`config.mk`:
```
export PLATFORM = sky130hd
export DESIGN_NAME = sopc_data_bus
export DESIGN_NICKNAME = d
export VERILOG_FILES = /design/src/rtl/sopc_bus_pkg.sv /design/src/rtl/sopc_addr_decoder.sv /design/src/rtl/sopc_data_bus.sv
export SDC_FILE = /design/constraint.sdc
export NUM_CORES = 1
export LEC_CHECK = 0
export BUFFER_PORTS_ARGS = -buffer_cell sky130_fd_sc_hd__buf_2
export CORE_AREA = 8 8 114 116
export DETAILED_ROUTE_END_ITERATION = 10
export DIE_AREA = 0 0 122 124
export PLACE_DENSITY_LB_ADDON = 0.25
export SYNTH_ARGS = -nofsm -noshare
export SYNTH_HDL_FRONTEND = slang
export SYNTH_SLANG_ARGS = --single-unit
```
`constraint.sdc`:
```
create_clock -name clk -period 3 [get_ports clk]
set_clock_uncertainty 0.15 [all_clocks]
set_input_delay 0.6 -clock clk [delete_from_list [all_inputs] [get_ports clk]]
set_output_delay 0.6 -clock clk [all_outputs]
set_load 0.02 [all_outputs]
```
`src/rtl/sopc_bus_pkg.sv`:
```
// Shared definitions for the SoPC data-side bus: FSM encodings, default geometry and the slave map.
// Optional build macro used by sopc_data_bus: SOPC_BUS_TIMEOUT_EN.
package sopc_bus_pkg;

    localparam int DEF_DW      = 32;
    localparam int DEF_AW      = 32;
    localparam int DEF_NSLV    = 4;
    localparam int DEF_IDX_W   = 4;
    localparam int DEF_TIMEOUT = 255;

    typedef enum logic [1:0] {
        ST_IDLE = 2'd0,
        ST_WAIT = 2'd1,
        ST_DONE = 2'd2,
        ST_ERR  = 2'd3
    } bus_state_e;

    // Slave channel numbers as seen in the top address nibble.
    localparam int SLV_RAM   = 0;
    localparam int SLV_TIMER = 1;
    localparam int SLV_UART  = 2;
    localparam int SLV_GPIO  = 3;

endpackage

```
`src/rtl/sopc_addr_decoder.sv`:
```
// Address decoder: upper IDX_W address bits select the slave; hit is low for unmapped indices.
module sopc_addr_decoder #(
    parameter int AW    = 32,
    parameter int IDX_W = 4,
    parameter int NSLV  = 4
) (
    input  logic [AW-1:0]    addr,
    output logic [IDX_W-1:0] idx,
    output logic             hit
);

    logic [AW-IDX_W-1:0] unused_low;

    assign idx        = addr[AW-1 -: IDX_W];
    assign hit        = (32'(idx) < 32'(NSLV));
    assign unused_low = addr[AW-IDX_W-1:0];

endmodule

```
`src/rtl/sopc_data_bus.sv`:
```
// Data-side interconnect: one CPU master fanned out to NSLV slaves with ack handshake and stall.
// Build macro SOPC_BUS_TIMEOUT_EN adds a WAIT-state watchdog that turns a silent slave into a bus error.
module sopc_data_bus
    import sopc_bus_pkg::*;
#(
    parameter int DW      = DEF_DW,
    parameter int AW      = DEF_AW,
    parameter int NSLV    = DEF_NSLV,
    parameter int IDX_W   = DEF_IDX_W,
    parameter int TIMEOUT = DEF_TIMEOUT
) (
    input  logic                clk,
    input  logic                rst,
    input  logic                m_ce_i,
    input  logic                m_we_i,
    input  logic [AW-1:0]       m_addr_i,
    input  logic [DW/8-1:0]     m_sel_i,
    input  logic [DW-1:0]       m_data_i,
    output logic [DW-1:0]       m_data_o,
    output logic                m_stall_o,
    output logic                m_err_o,
    output logic [NSLV-1:0]     s_ce_o,
    output logic                s_we_o,
    output logic [AW-1:0]       s_addr_o,
    output logic [DW/8-1:0]     s_sel_o,
    output logic [DW-1:0]       s_data_o,
    input  logic [NSLV*DW-1:0]  s_data_i,
    input  logic [NSLV-1:0]     s_ack_i
);

    bus_state_e        state_reg;
    bus_state_e        state_next;
    logic [IDX_W-1:0]  idx_reg;
    logic [IDX_W-1:0]  dec_idx;
    logic              dec_hit;
    logic [NSLV-1:0]   ce_onehot;
    logic [NSLV-1:0]   sel_match;
    logic              ack_hit;
    logic              timeout_hit;
    logic [DW-1:0]     rd_data;

    sopc_addr_decoder #(
        .AW    (AW),
        .IDX_W (IDX_W),
        .NSLV  (NSLV)
    ) u_dec (
        .addr (m_addr_i),
        .idx  (dec_idx),
        .hit  (dec_hit)
    );

    // ce_onehot selects the slave of the incoming request, sel_match the slave of the access in flight.
    generate
        for (genvar gi = 0; gi < NSLV; gi++) begin : g_sel
            assign ce_onehot[gi] = (dec_idx == IDX_W'(gi));
            assign sel_match[gi] = (idx_reg == IDX_W'(gi));
        end
    endgenerate

    assign ack_hit = |(s_ack_i & sel_match);

    always_comb begin
        rd_data = '0;
        for (int k = 0; k < NSLV; k++) begin
            if (sel_match[k]) begin
                rd_data = rd_data | s_data_i[k*DW +: DW];
            end
        end
    end

`ifdef SOPC_BUS_TIMEOUT_EN
    logic [15:0] cnt_reg;

    always_ff @(posedge clk) begin
        if (rst) begin
            cnt_reg <= '0;
        end else if (state_reg == ST_WAIT && !ack_hit) begin
            cnt_reg <= cnt_reg + 16'd1;
        end else begin
            cnt_reg <= '0;
        end
    end

    assign timeout_hit = (state_reg == ST_WAIT) && (cnt_reg == 16'(TIMEOUT - 1));
`else
    logic unused_timeout;

    assign unused_timeout = (TIMEOUT == 0);
    assign timeout_hit    = 1'b0;
`endif

    always_ff @(posedge clk) begin
        if (rst) begin
            state_reg <= ST_IDLE;
        end else begin
            state_reg <= state_next;
        end
    end

    // An ack in the last allowed WAIT cycle takes priority over the timeout.
    always_comb begin
        state_next = state_reg;
        case (state_reg)
            ST_IDLE: begin
                if (m_ce_i) begin
                    state_next = dec_hit ? ST_WAIT : ST_ERR;
                end
            end
            ST_WAIT: begin
                if (ack_hit) begin
                    state_next = ST_DONE;
                end else if (timeout_hit) begin
                    state_next = ST_ERR;
                end
            end
            ST_DONE: state_next = ST_IDLE;
            ST_ERR:  state_next = ST_IDLE;
            default: state_next = ST_IDLE;
        endcase
    end

    always_comb begin
        m_stall_o = 1'b0;
        if (!rst) begin
            m_stall_o = (state_reg == ST_IDLE && m_ce_i) || (state_reg == ST_WAIT);
        end
    end

    // Registered slave-side outputs and CPU return path; m_data_o is non-zero only in DONE.
    always_ff @(posedge clk) begin
        if (rst) begin
            idx_reg  <= '0;
            s_ce_o   <= '0;
            s_we_o   <= 1'b0;
            s_addr_o <= '0;
            s_sel_o  <= '0;
            s_data_o <= '0;
            m_data_o <= '0;
            m_err_o  <= 1'b0;
        end else begin
            m_data_o <= '0;
            m_err_o  <= (state_next == ST_ERR);
            case (state_reg)
                ST_IDLE: begin
                    if (m_ce_i && dec_hit) begin
                        idx_reg  <= dec_idx;
                        s_ce_o   <= ce_onehot;
                        s_we_o   <= m_we_i;
                        s_addr_o <= m_addr_i;
                        s_sel_o  <= m_sel_i;
                        s_data_o <= m_data_i;
                    end
                end
                ST_WAIT: begin
                    if (ack_hit) begin
                        s_ce_o <= '0;
                        if (!s_we_o) begin
                            m_data_o <= rd_data;
                        end
                    end else if (timeout_hit) begin
                        s_ce_o <= '0;
                    end
                end
                default: begin
                    s_ce_o <= '0;
                end
            endcase
        end
    end

endmodule

```
# Yosys cells after proc, flatten, opt, wreduce, memory -nomap -nowiden
# Cells that the tools add are included.
[classes] n_shift=0 mul=0 order_cmp=1 div=0 n_reduce_logical=11 bitwise=6 n_mux=12 eq_ne=12 n_addsub=0
[op_table] cell="32-bit 2-to-1 mux" count=4
[op_table] cell="32-bit OR" count=3
[op_table] cell="4-bit by 2-bit == test with 1-bit output, second input constant" count=4
[op_table] cell="4-bit by 1-bit == test with 1-bit output, second input constant" count=2
[op_table] cell="4-bit zero test" count=2
[op_table] cell="4-bit 2-to-1 mux" count=2
[op_table] cell="4-bit case mux with 2 select lines" count=1
[op_table] cell="4-bit OR reduction" count=2
[op_table] cell="2-bit == test, second input constant" count=3
[op_table] cell="2-bit 2-to-1 mux" count=3
[op_table] cell="2-bit case mux with 3 select lines" count=1
[op_table] cell="4-bit AND" count=1
[op_table] cell="4-bit by 3-bit < comparator with 1-bit output, second input constant" count=1
[op_table] cell="2-bit AND reduction" count=2
[op_table] cell="2-bit by 1-bit == test with 1-bit output, second input constant" count=1
[op_table] cell="1-bit logical AND" count=2
[op_table] cell="2-bit zero test" count=1
[op_table] cell="2-bit by 1-bit inequality test with 1-bit output, second input constant" count=1
[op_table] cell="2-bit inequality test, second input constant" count=1
[op_table] cell="1-bit NOT" count=2
[op_table] cell="2-bit OR reduction" count=1
[op_table] cell="1-bit logical OR" count=1
[op_table] cell="1-bit 2-to-1 mux" count=1
[word_totals] memories=0 ram_bits=0 rom_bits=0 out_inout_bits=107 reg_bits=112 input_bits=204 latch_bits=0

# Depth between registers and ports, before layout
[depth] ltp_word=8 ltp_mapped=6 ltp_nobuf=3

# Modules after synthesis
# From an unflattened synthesis, not the netlist that was laid out.
[hier_totals] hier_cells=538 hier_area_um2=4665.7
[by_module_without_submodules] module="sopc_data_bus" area_each_um2=4631.9 cells_per_inst=533 seq_area_each_um2=2242.2 n_inst=1
[by_module_without_submodules] module="sopc_addr_decoder" area_each_um2=33.8 cells_per_inst=5 seq_area_each_um2=0.0 n_inst=1

# Worst setup path before layout
# OpenSTA, ideal clock, no wires.
[synth_timing] path_type="input to register" from="in s_ack_i[3]" to="reg s_ce_o[2]" stages=3 setup_slack_ns=0.907 t_arrival_ns=1.819 required_ns=2.727 setup_time_ns=0.123 cell_sequence="mux4_2 -> a311oi_4 -> mux2_1"
[synth_between] elab_chain_len=4
[synth_rtl] item="start: declaration" line_no="sopc_data_bus.sv:28" rtl="input logic [NSLV-1:0] s_ack_i"
[synth_rtl] item="4-bit AND" line_no="sopc_data_bus.sv:60" rtl="assign ack_hit = |(s_ack_i & sel_match);"
[synth_rtl] item="4-bit OR reduction" line_no="sopc_data_bus.sv:60"
[synth_rtl] item="2-bit inequality test (no source line)"
[synth_rtl] item="2-bit AND reduction (no source line)"
[synth_rtl] item="end signal: assignment" line_no="sopc_data_bus.sv:147" rtl="s_ce_o <= ce_onehot;"
[synth_rtl] item="end: declaration" line_no="sopc_data_bus.sv:22" rtl="output logic [NSLV-1:0] s_ce_o,"
# Every way passes these cells.
# A chain may end at the register's enable or synchronous reset.

# Worst setup path after layout
[layout_timing] from="reg s_addr_o[28]" to="out s_addr_o[28]"
[layout_rtl] item="start: declaration" line_no="sopc_data_bus.sv:24" rtl="output logic [AW-1:0] s_addr_o,"
[layout_rtl] item="start signal: assignment" line_no="sopc_data_bus.sv:149" rtl="s_addr_o <= m_addr_i;"
# No word-level cell between the ends.

==> impl_metrics.xml <==
<?xml version="1.0" encoding="UTF-8"?>
<metrics>
  <group name="outcome">
    <metric name="status" unit="">complete, no violations</metric>
  </group>
  <group name="power">
    <metric name="power.share.switching" unit="%">24.9</metric>
    <metric name="vdd.ir_drop.worst" unit="V">0.000242</metric>
    <metric name="combinational_cell_fraction_of_total_power" unit="%">15.7</metric>
    <metric name="intPower" unit="mW">2.42</metric>
    <metric name="seq_pwr_share" unit="%">46.9</metric>
    <metric name="power.density_cell_area" unit="mW/mm^2">485</metric>
    <metric name="power.share.clock" unit="%">37.3</metric>
    <metric name="power.leakage" unit="nW">2.96</metric>
    <metric name="p_switching" unit="mW">0.801</metric>
  </group>
  <group name="setup_path">
    <metric name="r2r_setup_slack" unit="ns">0.75</metric>
    <metric name="worstReg2RegStart" unit="">s_addr_o[28]$_SDFFE_PP0P_</metric>
    <metric name="critical_path_class" unit="">reg2out</metric>
    <metric name="worst_setup_path_start_kind" unit="">flip-flop</metric>
    <metric name="cp.required" unit="ns">2.25</metric>
    <metric name="critPathArrivalTime" unit="ns">1.74</metric>
    <metric name="critical_path.endpoint_type" unit="">output pin</metric>
    <metric name="worst-path-max-fanout" unit="">33</metric>
    <metric name="crit_path_start" unit="">s_addr_o[28]$_SDFFE_PP0P_</metric>
  </group>
  <group name="floorplan">
    <metric name="io_pins" unit="">311</metric>
    <metric name="die_h" unit="um">124</metric>
    <metric name="floorplan.core_area" unit="mm^2">0.0112</metric>
    <metric name="initial_utilization" unit="%">42.3</metric>
    <metric name="die_area" unit="mm^2">0.0151</metric>
    <metric name="die_w" unit="um">122</metric>
    <metric name="fp-row-count" unit="">39</metric>
  </group>
  <group name="logic_synthesis">
    <metric name="synthesis.area" unit="mm^2">0.00473</metric>
    <metric name="yosysWarningCount" unit="">0</metric>
    <metric name="netlist-cell-type-count" unit="">29</metric>
    <metric name="synth_largest_area_cell" unit="">dfxtp_1</metric>
    <metric name="synth_cells" unit="">527</metric>
    <metric name="synth_area_leaders" unit="">dfxtp_1 (46%), mux2i_1 (14%), nand3_1 (7.2%)</metric>
    <metric name="postSynthNetCount" unit="">731</metric>
    <metric name="synth-seq-cells" unit="">108</metric>
    <metric name="synth-seq-area-share" unit="%">45.7</metric>
    <metric name="synth.avg_cell_area" unit="um^2">8.97</metric>
    <metric name="yosys.area.top_type_share" unit="%">45.7</metric>
  </group>
  <group name="finish">
    <metric name="layout.nets" unit="">1006</metric>
    <metric name="mostFrequentLayoutCell" unit="">buf_2</metric>
    <metric name="post-route-util" unit="%">59.4</metric>
    <metric name="post_route_cells_drive_above_1_share" unit="%">42.4</metric>
    <metric name="most-common-layout-cells" unit="">buf_2 (310), dfxtp_1 (106), nand3_1 (68)</metric>
    <metric name="top_regs" unit="">m_data_o: 32 flops, s_addr_o: 32 flops, s_data_o: 32 flops</metric>
    <metric name="flow.area_growth_from_synthesis" unit="%">40.4</metric>
  </group>
  <group name="grt">
    <metric name="grt_max_degree" unit="">74</metric>
    <metric name="grt_overflow" unit="">0</metric>
    <metric name="grt_antenna_before_repair" unit="">1</metric>
    <metric name="number_of_global_route_vias_before_repair" unit="">5103</metric>
    <metric name="grt_pass1_wl" unit="mm">26.2</metric>
    <metric name="track_usage" unit="%">21.6</metric>
  </group>
  <group name="timing">
    <metric name="setup_viol" unit="">0</metric>
    <metric name="rsz0062_at_grt" unit="">false</metric>
    <metric name="clock.fmax" unit="MHz">402</metric>
    <metric name="timing.final.crit_period" unit="ns">2.49</metric>
    <metric name="final_number_of_max_transition_violations" unit="">0</metric>
    <metric name="slew_headroom" unit="%">20.9</metric>
    <metric name="setup_total_neg_slack" unit="ns">0</metric>
    <metric name="worstMarginPinSlew" unit="ns">1.19</metric>
    <metric name="finalCritPeriodShare" unit="%">82.9</metric>
    <metric name="final_hold_viol_count" unit="">0</metric>
  </group>
  <group name="place">
    <metric name="port-buffer-count" unit="">310</metric>
    <metric name="detailedPlacementHpwl" unit="mm">13.7</metric>
    <metric name="place.gp.congestion" unit="">0.942</metric>
  </group>
  <group name="route">
    <metric name="routed-via-count" unit="">5127</metric>
    <metric name="detailedRoute.firstIterationViolations" unit="">391</metric>
    <metric name="detailedRoute.firstPassIterationCount" unit="">5</metric>
    <metric name="avgViaCountPerCell" unit="">5.40</metric>
    <metric name="drtAntennaViolNets" unit="">0</metric>
    <metric name="drc" unit="">0</metric>
    <metric name="detail_route.wirelength" unit="mm">17.5</metric>
    <metric name="route.detailed.wl_per_inst" unit="um">18.4</metric>
  </group>
  <group name="cts">
    <metric name="path_clk_slew" unit="ns">0.07</metric>
    <metric name="htree_levels" unit="">3</metric>
    <metric name="cts_root_buf" unit="">clkbuf_16</metric>
    <metric name="cts_made_buffers" unit="">9</metric>
    <metric name="clockBufferDepth" unit="">2</metric>
    <metric name="cts_hold_buf" unit="">0</metric>
    <metric name="post_cts.repair.setup_buffers" unit="">0</metric>
    <metric name="ctsResizeCount" unit="">0</metric>
    <metric name="clock_insertion_delay_worst_skew" unit="ns">0.33</metric>
    <metric name="cts_tree" unit="">yes</metric>
    <metric name="cts.sinks" unit="">108</metric>
  </group>
  <group name="min_path">
    <metric name="hold_start" unit="">s_data_o[5]$_SDFFE_PP0P_</metric>
    <metric name="hold_class" unit="">reg2reg</metric>
  </group>
  <group name="run">
    <metric name="drv_cap" unit="">0</metric>
  </group>
</metrics>
-- synthesized netlist by cell type --
| library cell | number |
|---|---|
| nand2b_1 | 3 |
| mux2i_1 | 67 |
| clkbuf_1 | 41 |
| or3_1 | 1 |
| buf_1 | 1 |
| inv_2 | 1 |
| nand4_1 | 1 |
| and2_1 | 1 |
| nand3_1 | 68 |
| nor3_1 | 3 |
| nor3b_1 | 2 |
| o21ai_0 | 1 |
| a211oi_1 | 1 |
| o22a_1 | 32 |
| mux4_2 | 1 |
| a21oi_1 | 67 |
| nor4b_4 | 1 |
| or4_1 | 2 |
| buf_2 | 14 |
| dfxtp_1 | 108 |
| mux2_1 | 1 |
| nor2b_1 | 2 |
| or4b_1 | 2 |
| nor2_1 | 35 |
| nor4b_1 | 1 |
| or3b_1 | 1 |
| nand4bb_1 | 1 |
| o21ai_1 | 67 |
| a311oi_4 | 1 |
-- cell type report --
type	instances	area (um^2)
Inverter	1	3.75
Antenna cell	1	2.50
Multi-Input combinational cell	362	2330
Tap cell	143	179
Clock inverter	3	43.8
Fill cell	997	4540
Clock buffer	12	267
Timing Repair Buffer	320	1640
Sequential cell	108	2170
-- kinds of logic after synthesis --
logic type	share of synthesized area (%)
buffers and inverters	4.90
muxes	14.9
AOI/OAI and AO/OA	20.9
DFF	45.7
and+or+nand+nor	13.5
-- per-stage QoR --
step           instance area [um^2]  hold slack, ns  setup slack (ns)  instances  total power [mW]
3_3_place_gp                   6320           0.310             0.743        934              2.04
4_1_cts                        6630           0.328             0.517        949              3.25
2_1_floorplan                  4730           0.399             0.907        527              1.82
3_5_place_dp                   6320           0.318             0.704        934              2.05
5_1_grt                        6640           0.350             0.442        950              3.37
6_report                       6640           0.327             0.513        950              3.22
-- layer usage --
metal	global-route usage [%]	vias up	share of wire, %
met5	0	-	0
met4	9.18	0	2.1
met3	7.21	26	9.4
met2	37.1	230	51
met1	24.0	2405	37
li1	-	2466	-
-- final timing paths --
path                              end  cells past startpoint
max                      s_addr_o[28]                      2
min          s_data_o[5]$_SDFFE_PP0P_                      2
max reg2reg    s_ce_o[2]$_SDFFE_PP0P_                      3
min reg2reg  s_data_o[5]$_SDFFE_PP0P_                      2
-- worst max-delay path, stage by stage, from the launching register on --
cell	delay [ns]
dfxtp_4	0.58
buf_4	0.53
buf_2	0.27
-- power groups by stage --
stage	clock network, mW	logic, mW	registers (mW)
final	1.20	0.507	1.51
after global routing	1.31	0.547	1.51
after CTS	1.23	0.507	1.51
after detailed placement	0	0.505	1.54
after global placement	0	0.498	1.54
after floorplan	0	0.242	1.57
No activity file was read; power rests on OpenSTA's default activity.
